===== src/rtl/array_swap_seq.sv =====
// array_swap_seq: multi-cycle sequencer that swaps two equal-length word
// arrays held in a single-port, word-addressed store.
//
// One command (base A, base B, length) is accepted at a time from IDLE.
// CHECK validates the command without touching the store. Each word then
// takes four store cycles: read A, read B, write A, write B. DONE pulses
// done, with err qualifying a rejected command.
//
// Handshake: a command transfers on a rising edge where cmd_valid and
// cmd_ready are both high. cmd_ready is high only in IDLE, so cmd_valid
// while busy is neither accepted nor queued. The requester keeps cmd_valid
// and the fields stable until it sees cmd_ready.
//
// Store timing: mem_rdata is valid exactly one cycle after a read strobe.
//
// Optional build macro ARRAY_SWAP_PERF_EN adds two performance counters:
// perf_cycles (busy cycles since reset, saturating) and perf_words
// (completed word swaps).
//
// dbg_state exposes the FSM state encoding for debug and checkers.

module array_swap_seq #(
    parameter int ADDR_W    = 8,
    parameter int DATA_W    = 32,
    parameter int LEN_W     = 8,
    parameter int MEM_WORDS = 256
) (
    input  logic              clk,
    input  logic              rst,
    input  logic              cmd_valid,
    output logic              cmd_ready,
    input  logic [ADDR_W-1:0] cmd_addr_a,
    input  logic [ADDR_W-1:0] cmd_addr_b,
    input  logic [LEN_W-1:0]  cmd_len,
    output logic              mem_en,
    output logic              mem_we,
    output logic [ADDR_W-1:0] mem_addr,
    output logic [DATA_W-1:0] mem_wdata,
    input  logic [DATA_W-1:0] mem_rdata,
    output logic              busy,
    output logic              done,
    output logic              err,
    output logic [2:0]        dbg_state
`ifdef ARRAY_SWAP_PERF_EN
    ,
    output logic [31:0]       perf_cycles,
    output logic [31:0]       perf_words
`endif
);

    // Range checks are done one bit wider than the operands so that
    // base + length never wraps.
    localparam int SUM_W = ((ADDR_W > LEN_W) ? ADDR_W : LEN_W) + 1;
    localparam logic [SUM_W-1:0] MEM_LIMIT = SUM_W'(MEM_WORDS);

    typedef enum logic [2:0] {
        S_IDLE  = 3'd0,
        S_CHECK = 3'd1,
        S_RD_A  = 3'd2,
        S_RD_B  = 3'd3,
        S_WR_A  = 3'd4,
        S_WR_B  = 3'd5,
        S_DONE  = 3'd6
    } state_t;

    state_t              state_q, state_d;
    logic [ADDR_W-1:0]   a_q, a_d;
    logic [ADDR_W-1:0]   b_q, b_d;
    logic [LEN_W-1:0]    len_q, len_d;
    logic [LEN_W-1:0]    idx_q, idx_d;
    logic [DATA_W-1:0]   tmp_a_q, tmp_a_d;
    // tmp_b holds the B word seen during WR_A; kept for debug visibility only.
    logic [DATA_W-1:0]   tmp_b_q, tmp_b_d;
    logic                err_q, err_d;

    // Extended operands for the CHECK-state range and overlap tests.
    logic [SUM_W-1:0]    a_ext, b_ext, len_ext, a_end, b_end;
    logic [ADDR_W-1:0]   addr_a_idx, addr_b_idx;
    logic                last_word;
    state_t              chk_next;
    logic                chk_err;

    assign a_ext      = SUM_W'(a_q);
    assign b_ext      = SUM_W'(b_q);
    assign len_ext    = SUM_W'(len_q);
    assign a_end      = a_ext + len_ext;
    assign b_end      = b_ext + len_ext;
    assign addr_a_idx = a_q + ADDR_W'(idx_q);
    assign addr_b_idx = b_q + ADDR_W'(idx_q);
    assign last_word  = (idx_q == (len_q - LEN_W'(1)));
    assign dbg_state  = state_q;

    // CHECK decision: trivial commands finish cleanly, bad ranges are rejected.
    always_comb begin
        chk_next = S_RD_A;
        chk_err  = 1'b0;
        if (len_q == '0) begin
            chk_next = S_DONE;
        end else if (a_q == b_q) begin
            chk_next = S_DONE;
        end else if ((a_end > MEM_LIMIT) || (b_end > MEM_LIMIT)) begin
            chk_next = S_DONE;
            chk_err  = 1'b1;
        end else if ((a_ext < b_end) && (b_ext < a_end)) begin
            chk_next = S_DONE;
            chk_err  = 1'b1;
        end
    end

    // Next-state, datapath updates and store/handshake outputs.
    always_comb begin
        state_d   = state_q;
        a_d       = a_q;
        b_d       = b_q;
        len_d     = len_q;
        idx_d     = idx_q;
        tmp_a_d   = tmp_a_q;
        tmp_b_d   = tmp_b_q;
        err_d     = err_q;
        cmd_ready = 1'b0;
        busy      = 1'b1;
        done      = 1'b0;
        err       = 1'b0;
        mem_en    = 1'b0;
        mem_we    = 1'b0;
        mem_addr  = '0;
        mem_wdata = '0;

        case (state_q)
            S_IDLE: begin
                cmd_ready = 1'b1;
                busy      = 1'b0;
                if (cmd_valid) begin
                    a_d     = cmd_addr_a;
                    b_d     = cmd_addr_b;
                    len_d   = cmd_len;
                    idx_d   = '0;
                    err_d   = 1'b0;
                    state_d = S_CHECK;
                end
            end
            S_CHECK: begin
                err_d   = chk_err;
                state_d = chk_next;
            end
            S_RD_A: begin
                mem_en   = 1'b1;
                mem_addr = addr_a_idx;
                state_d  = S_RD_B;
            end
            S_RD_B: begin
                // mem_rdata now carries the A word read in RD_A.
                mem_en   = 1'b1;
                mem_addr = addr_b_idx;
                tmp_a_d  = mem_rdata;
                state_d  = S_WR_A;
            end
            S_WR_A: begin
                // mem_rdata now carries the B word; write it straight to A.
                mem_en    = 1'b1;
                mem_we    = 1'b1;
                mem_addr  = addr_a_idx;
                mem_wdata = mem_rdata;
                tmp_b_d   = mem_rdata;
                state_d   = S_WR_B;
            end
            S_WR_B: begin
                mem_en    = 1'b1;
                mem_we    = 1'b1;
                mem_addr  = addr_b_idx;
                mem_wdata = tmp_a_q;
                if (last_word) begin
                    state_d = S_DONE;
                end else begin
                    idx_d   = idx_q + LEN_W'(1);
                    state_d = S_RD_A;
                end
            end
            S_DONE: begin
                done    = 1'b1;
                err     = err_q;
                state_d = S_IDLE;
            end
            default: begin
                state_d = S_IDLE;
            end
        endcase

        // While reset is held the outputs show their idle values, so an
        // in-flight write is dropped rather than landing in the store.
        if (rst) begin
            cmd_ready = 1'b1;
            busy      = 1'b0;
            done      = 1'b0;
            err       = 1'b0;
            mem_en    = 1'b0;
            mem_we    = 1'b0;
            mem_addr  = '0;
            mem_wdata = '0;
        end
    end

    // State and datapath registers with synchronous reset.
    always_ff @(posedge clk) begin
        if (rst) begin
            state_q <= S_IDLE;
            a_q     <= '0;
            b_q     <= '0;
            len_q   <= '0;
            idx_q   <= '0;
            tmp_a_q <= '0;
            tmp_b_q <= '0;
            err_q   <= 1'b0;
        end else begin
            state_q <= state_d;
            a_q     <= a_d;
            b_q     <= b_d;
            len_q   <= len_d;
            idx_q   <= idx_d;
            tmp_a_q <= tmp_a_d;
            tmp_b_q <= tmp_b_d;
            err_q   <= err_d;
        end
    end

`ifdef ARRAY_SWAP_PERF_EN
    logic [31:0] perf_cycles_q, perf_cycles_d;
    logic [31:0] perf_words_q, perf_words_d;

    // Busy-cycle counter saturates; word counter steps once per WR_B.
    always_comb begin
        perf_cycles_d = perf_cycles_q;
        perf_words_d  = perf_words_q;
        if ((state_q != S_IDLE) && (perf_cycles_q != 32'hFFFF_FFFF)) begin
            perf_cycles_d = perf_cycles_q + 32'd1;
        end
        if (state_q == S_WR_B) begin
            perf_words_d = perf_words_q + 32'd1;
        end
    end

    // Performance counter registers.
    always_ff @(posedge clk) begin
        if (rst) begin
            perf_cycles_q <= '0;
            perf_words_q  <= '0;
        end else begin
            perf_cycles_q <= perf_cycles_d;
            perf_words_q  <= perf_words_d;
        end
    end

    assign perf_cycles = perf_cycles_q;
    assign perf_words  = perf_words_q;
`endif

endmodule


===== config.mk =====
export PLATFORM = sky130hd
export DESIGN_NAME = array_swap_seq
export DESIGN_NICKNAME = d
export VERILOG_FILES = /design/src/rtl/array_swap_seq.sv
export SDC_FILE = /design/constraint.sdc
export NUM_CORES = 1
export LEC_CHECK = 0
export CAP_MARGIN = 40
export CELL_PAD_IN_SITES_DETAIL_PLACEMENT = 0
export CELL_PAD_IN_SITES_GLOBAL_PLACEMENT = 1
export CORE_UTILIZATION = 37
export DETAILED_ROUTE_END_ITERATION = 12
export HOLD_SLACK_MARGIN = 0.03
export PLACE_DENSITY_LB_ADDON = 0.1
export SLEW_MARGIN = 20
export SYNTH_ARGS = -nofsm -noshare
export SYNTH_HDL_FRONTEND = slang
export SYNTH_SLANG_ARGS = --single-unit
export TNS_END_PERCENT = 30

===== constraint.sdc =====
create_clock -name clk -period 4.6 [get_ports clk]
set_clock_uncertainty 0.15 [all_clocks]
set_input_delay 0.92 -clock clk [delete_from_list [all_inputs] [get_ports clk]]
set_output_delay 0.92 -clock clk [all_outputs]
set_load 0.02 [all_outputs]

==> impl_metrics.tcl <==
set metrics [dict create \
    num_rows 40 \
    cts_sinks 68 \
    path_clk_slew_ns 0.06 \
    antenna_found_initial 0 \
    die_h_um 115 \
    async_flop_share_pct 0 \
    worstPathRequired_ns 3.53 \
    synth_cells 623 \
    grt_usage_pct 22.0 \
    areaGrowthSynthToFinish_pct 32.6 \
    ios 108 \
    ys_seq_area_share_pct 28.8 \
    ctsHtreeMaxLevel 3 \
    setup_viol 0 \
    intPower_mw 1.39 \
    cts_tree "yes" \
    cts.path.max_buffers 2 \
    max-cap-violations 0 \
    gp_congestion 0.854 \
    synth_compound_area_share_pct 23.6 \
    p_per_area_nw_per_um2 343 \
    cp-start-kind "flop" \
    synth_area_um2 4730 \
    critPathArrivalTime_ns 3.27 \
    dpl-instance-area_um2 5960 \
    power_frac_seq_pct 32.6 \
    final_net_count 818 \
    postCtsHoldBufs 0 \
    grt_first_pass_wirelength_um 22300 \
    p_leak_nw 2.41 \
    rsz0062_at_grt "false" \
    critical_path_class "reg -> out" \
    end_kind "primary output" \
    antenna_left 0 \
    wl_per_cell_um 15.5 \
    slew_viol_final 0 \
    final_area_um2 6270 \
    fin_util_pct 51.3 \
    seq_area_um2 1360 \
    dieWidth_um 115 \
    cts_setup_buffers 0 \
    p_comb_share_pct 35.3 \
    cp_max_fo 5 \
    synth_xor_area_share_pct 7.20 \
    swShare_pct 35.3 \
    switching_power_mw 0.758 \
    ir_drop_mv 0.204 \
    synth_area_per_cell_um2 7.59 \
    fillers 1241 \
    synth_top_family_by_area "compound AO/OA/AOI/OAI gates" \
    cts_root_buf "clkbuf_16" \
    holdWs_ns 0.306 \
    grt-ovfl-total 0 \
    vias 4629 \
    drive_gt1_share_pct 7.06 \
    fp.coreArea_um2 12200 \
    wl_um 13800 \
    fmax_mhz 231 \
    layout_commonest_cell "nand2_1" \
    tightest_slew_ns 0.594 \
    n_antenna_cell 0 \
    synth_fp_nets 724 \
    grt_pass1_vias 4464 \
    dr.pass1.iters 4 \
    power_frac_clock_pct 32.1 \
    synth_flop_cell "dfxtp_1" \
    min_path_type "reg -> reg" \
    drc_errors 0 \
    synth.area.mux_share_pct 2.09 \
    status "complete, no violations" \
    tns_ns 0 \
    synthDistinctLibCells 60 \
    post-route-min-period_ns 4.34 \
    grt_max_degree 61 \
    cts_buffers 9 \
    clkLatencyLatePin_ns 0.34 \
    multi_input_area_um2 3160 \
    initial_utilization_pct 38.7 \
    fin_crit_sh_pct 94.3 \
    hold_viol_final 0 \
    die_area_um2 13200 \
    final_cell_mix "nand2_1, clkdlybuf4s50_1, a21oi_1" \
    yosys.area_share.adder_pct 11.6 \
    drt_iter0_markers 227 \
    ys_warn_count 0 \
    viasPerCell 5.20 \
    hpwl_um 10400 \
    yosys.area_share.simple_pct 22.3 \
    ys_seq_elements 68 \
    port_buffers 107 \
    synth_edf_count 0 \
    relSlewSlack_pct 60.4 \
]
-- power by group through the flow --
| stage | combinational (mW) | clock (mW) | sequential (mW) |
|---|---|---|---|
| finish | 0.758 | 0.690 | 0.700 |
| CTS | 0.756 | 0.713 | 0.698 |
| global route | 0.845 | 0.729 | 0.706 |
| floorplan | 0.510 | 0 | 0.689 |
| detailed placement | 0.753 | 0 | 0.711 |
| global placement | 0.733 | 0 | 0.711 |
-- sequential cells by signal, summed over array words and instances (netlist names) --
register and flops:
err_q 1, b_q 8, dbg_state 3, idx_q 8, tmp_a_q 32, len_q 8, a_q 8
-- what timing repair did --
| action | CTS | global route |
|---|---|---|
| gates cloned | 0 | 0 |
| resized for setup | 3 | 3 |
| setup endpoints to repair | 2 | 4 |
-- layer usage --
layer  share of wire (%)  GRT usage [%]  vias up
met1                  48           28.7     2147
li1                    -              -     2361
met3                 4.5           4.11       10
met5                   0              0        -
met2                  46           35.5      111
met4                0.98           9.52        0
-- critical path: stages (launching register included) --
cell,delay (ns)
dfxtp_1,0.38
nand2b_1,0.12
or2_2,0.31
nand2_2,0.14
mux2_2,0.35
ha_1,0.19
inv_1,0.07
fa_1,0.18
nor2b_1,0.06
o21ai_0,0.14
nand2b_1,0.10
a21o_1,0.19
a21oi_1,0.17
xor2_1,0.15
nor2_1,0.05
dlygate4sd2_1,0.32
-- final timing paths --
kind,from,cells past startpoint,end,slack (ns)
setup / recovery,dbg_state[1]$_SDFFE_PP0P_,15,mem_addr[6],0.26
hold reg to reg,tmp_a_q[23]$_SDFFE_PP0P_,2,tmp_a_q[23]$_SDFFE_PP0P_,0.31
hold / removal,tmp_a_q[23]$_SDFFE_PP0P_,2,tmp_a_q[23]$_SDFFE_PP0P_,0.31
setup reg to reg,len_q[0]$_SDFFE_PP0P_,15,dbg_state[2]$_SDFFE_PP0P_,0.79
-- area by class of cell --
type                    instances  share of cell area (%)
repair buffers                120                    18.7
clock buffers                  10                    3.65
inverters                      18                    1.08
multi-input cells             500                    50.5
flip-flops and latches         68                    21.7
well taps                     168                    3.35
clock inverters                 6                    1.02
-- cells by family (layout without fill, tap and decap cells) --
group           count (synthesis)  after routing
mux                             9              9
buf+inv                        55            154
xor+xnor                       38             38
flops                          68             68
fa+ha+maj                      42             42
simple gates                  243            243
compound gates                168            168
-- synthesized netlist by cell type, types with 3 or more instances --
master    instances  area share (%)
nand2_1         130              10
a21oi_1          73             7.7
dfxtp_1          68              29
nor2_1           61             4.8
ha_1             39              10
clkbuf_1         35             2.8
a22oi_1          32             5.1
xnor2_1          22             4.1
inv_1            18             1.4
xor2_1           15             2.8
o21ai_0           9            0.95
a21o_1            8             1.3
nand2b_1          8             1.1
mux2_2            7             1.7
nor2b_1           7            0.93
a31oi_1           6            0.79
nor3_1            6            0.64
and2_1            5            0.66
nand4_1           5            0.66
o31ai_1           5            0.79
or2_2             5            0.66
a211oi_1          4            0.64
o22ai_1           4            0.53
a221o_1           3            0.64
a311oi_1          3            0.56
fa_1              3             1.3
nand3_1           3            0.32
nand3b_1          3            0.48
-- per-stage QoR --
| step | setup WS (ns) | std cells | power [mW] |
|---|---|---|---|
| after floorplan | 0.444 | 623 | 1.20 |
| after global placement | 0.382 | 873 | 1.44 |
| after global routing | 0.0133 | 890 | 2.28 |
| final | 0.264 | 890 | 2.15 |
| after CTS | 0.0945 | 889 | 2.17 |
| after detailed placement | 0.258 | 873 | 1.46 |
Power figures use the tool's default switching activity.
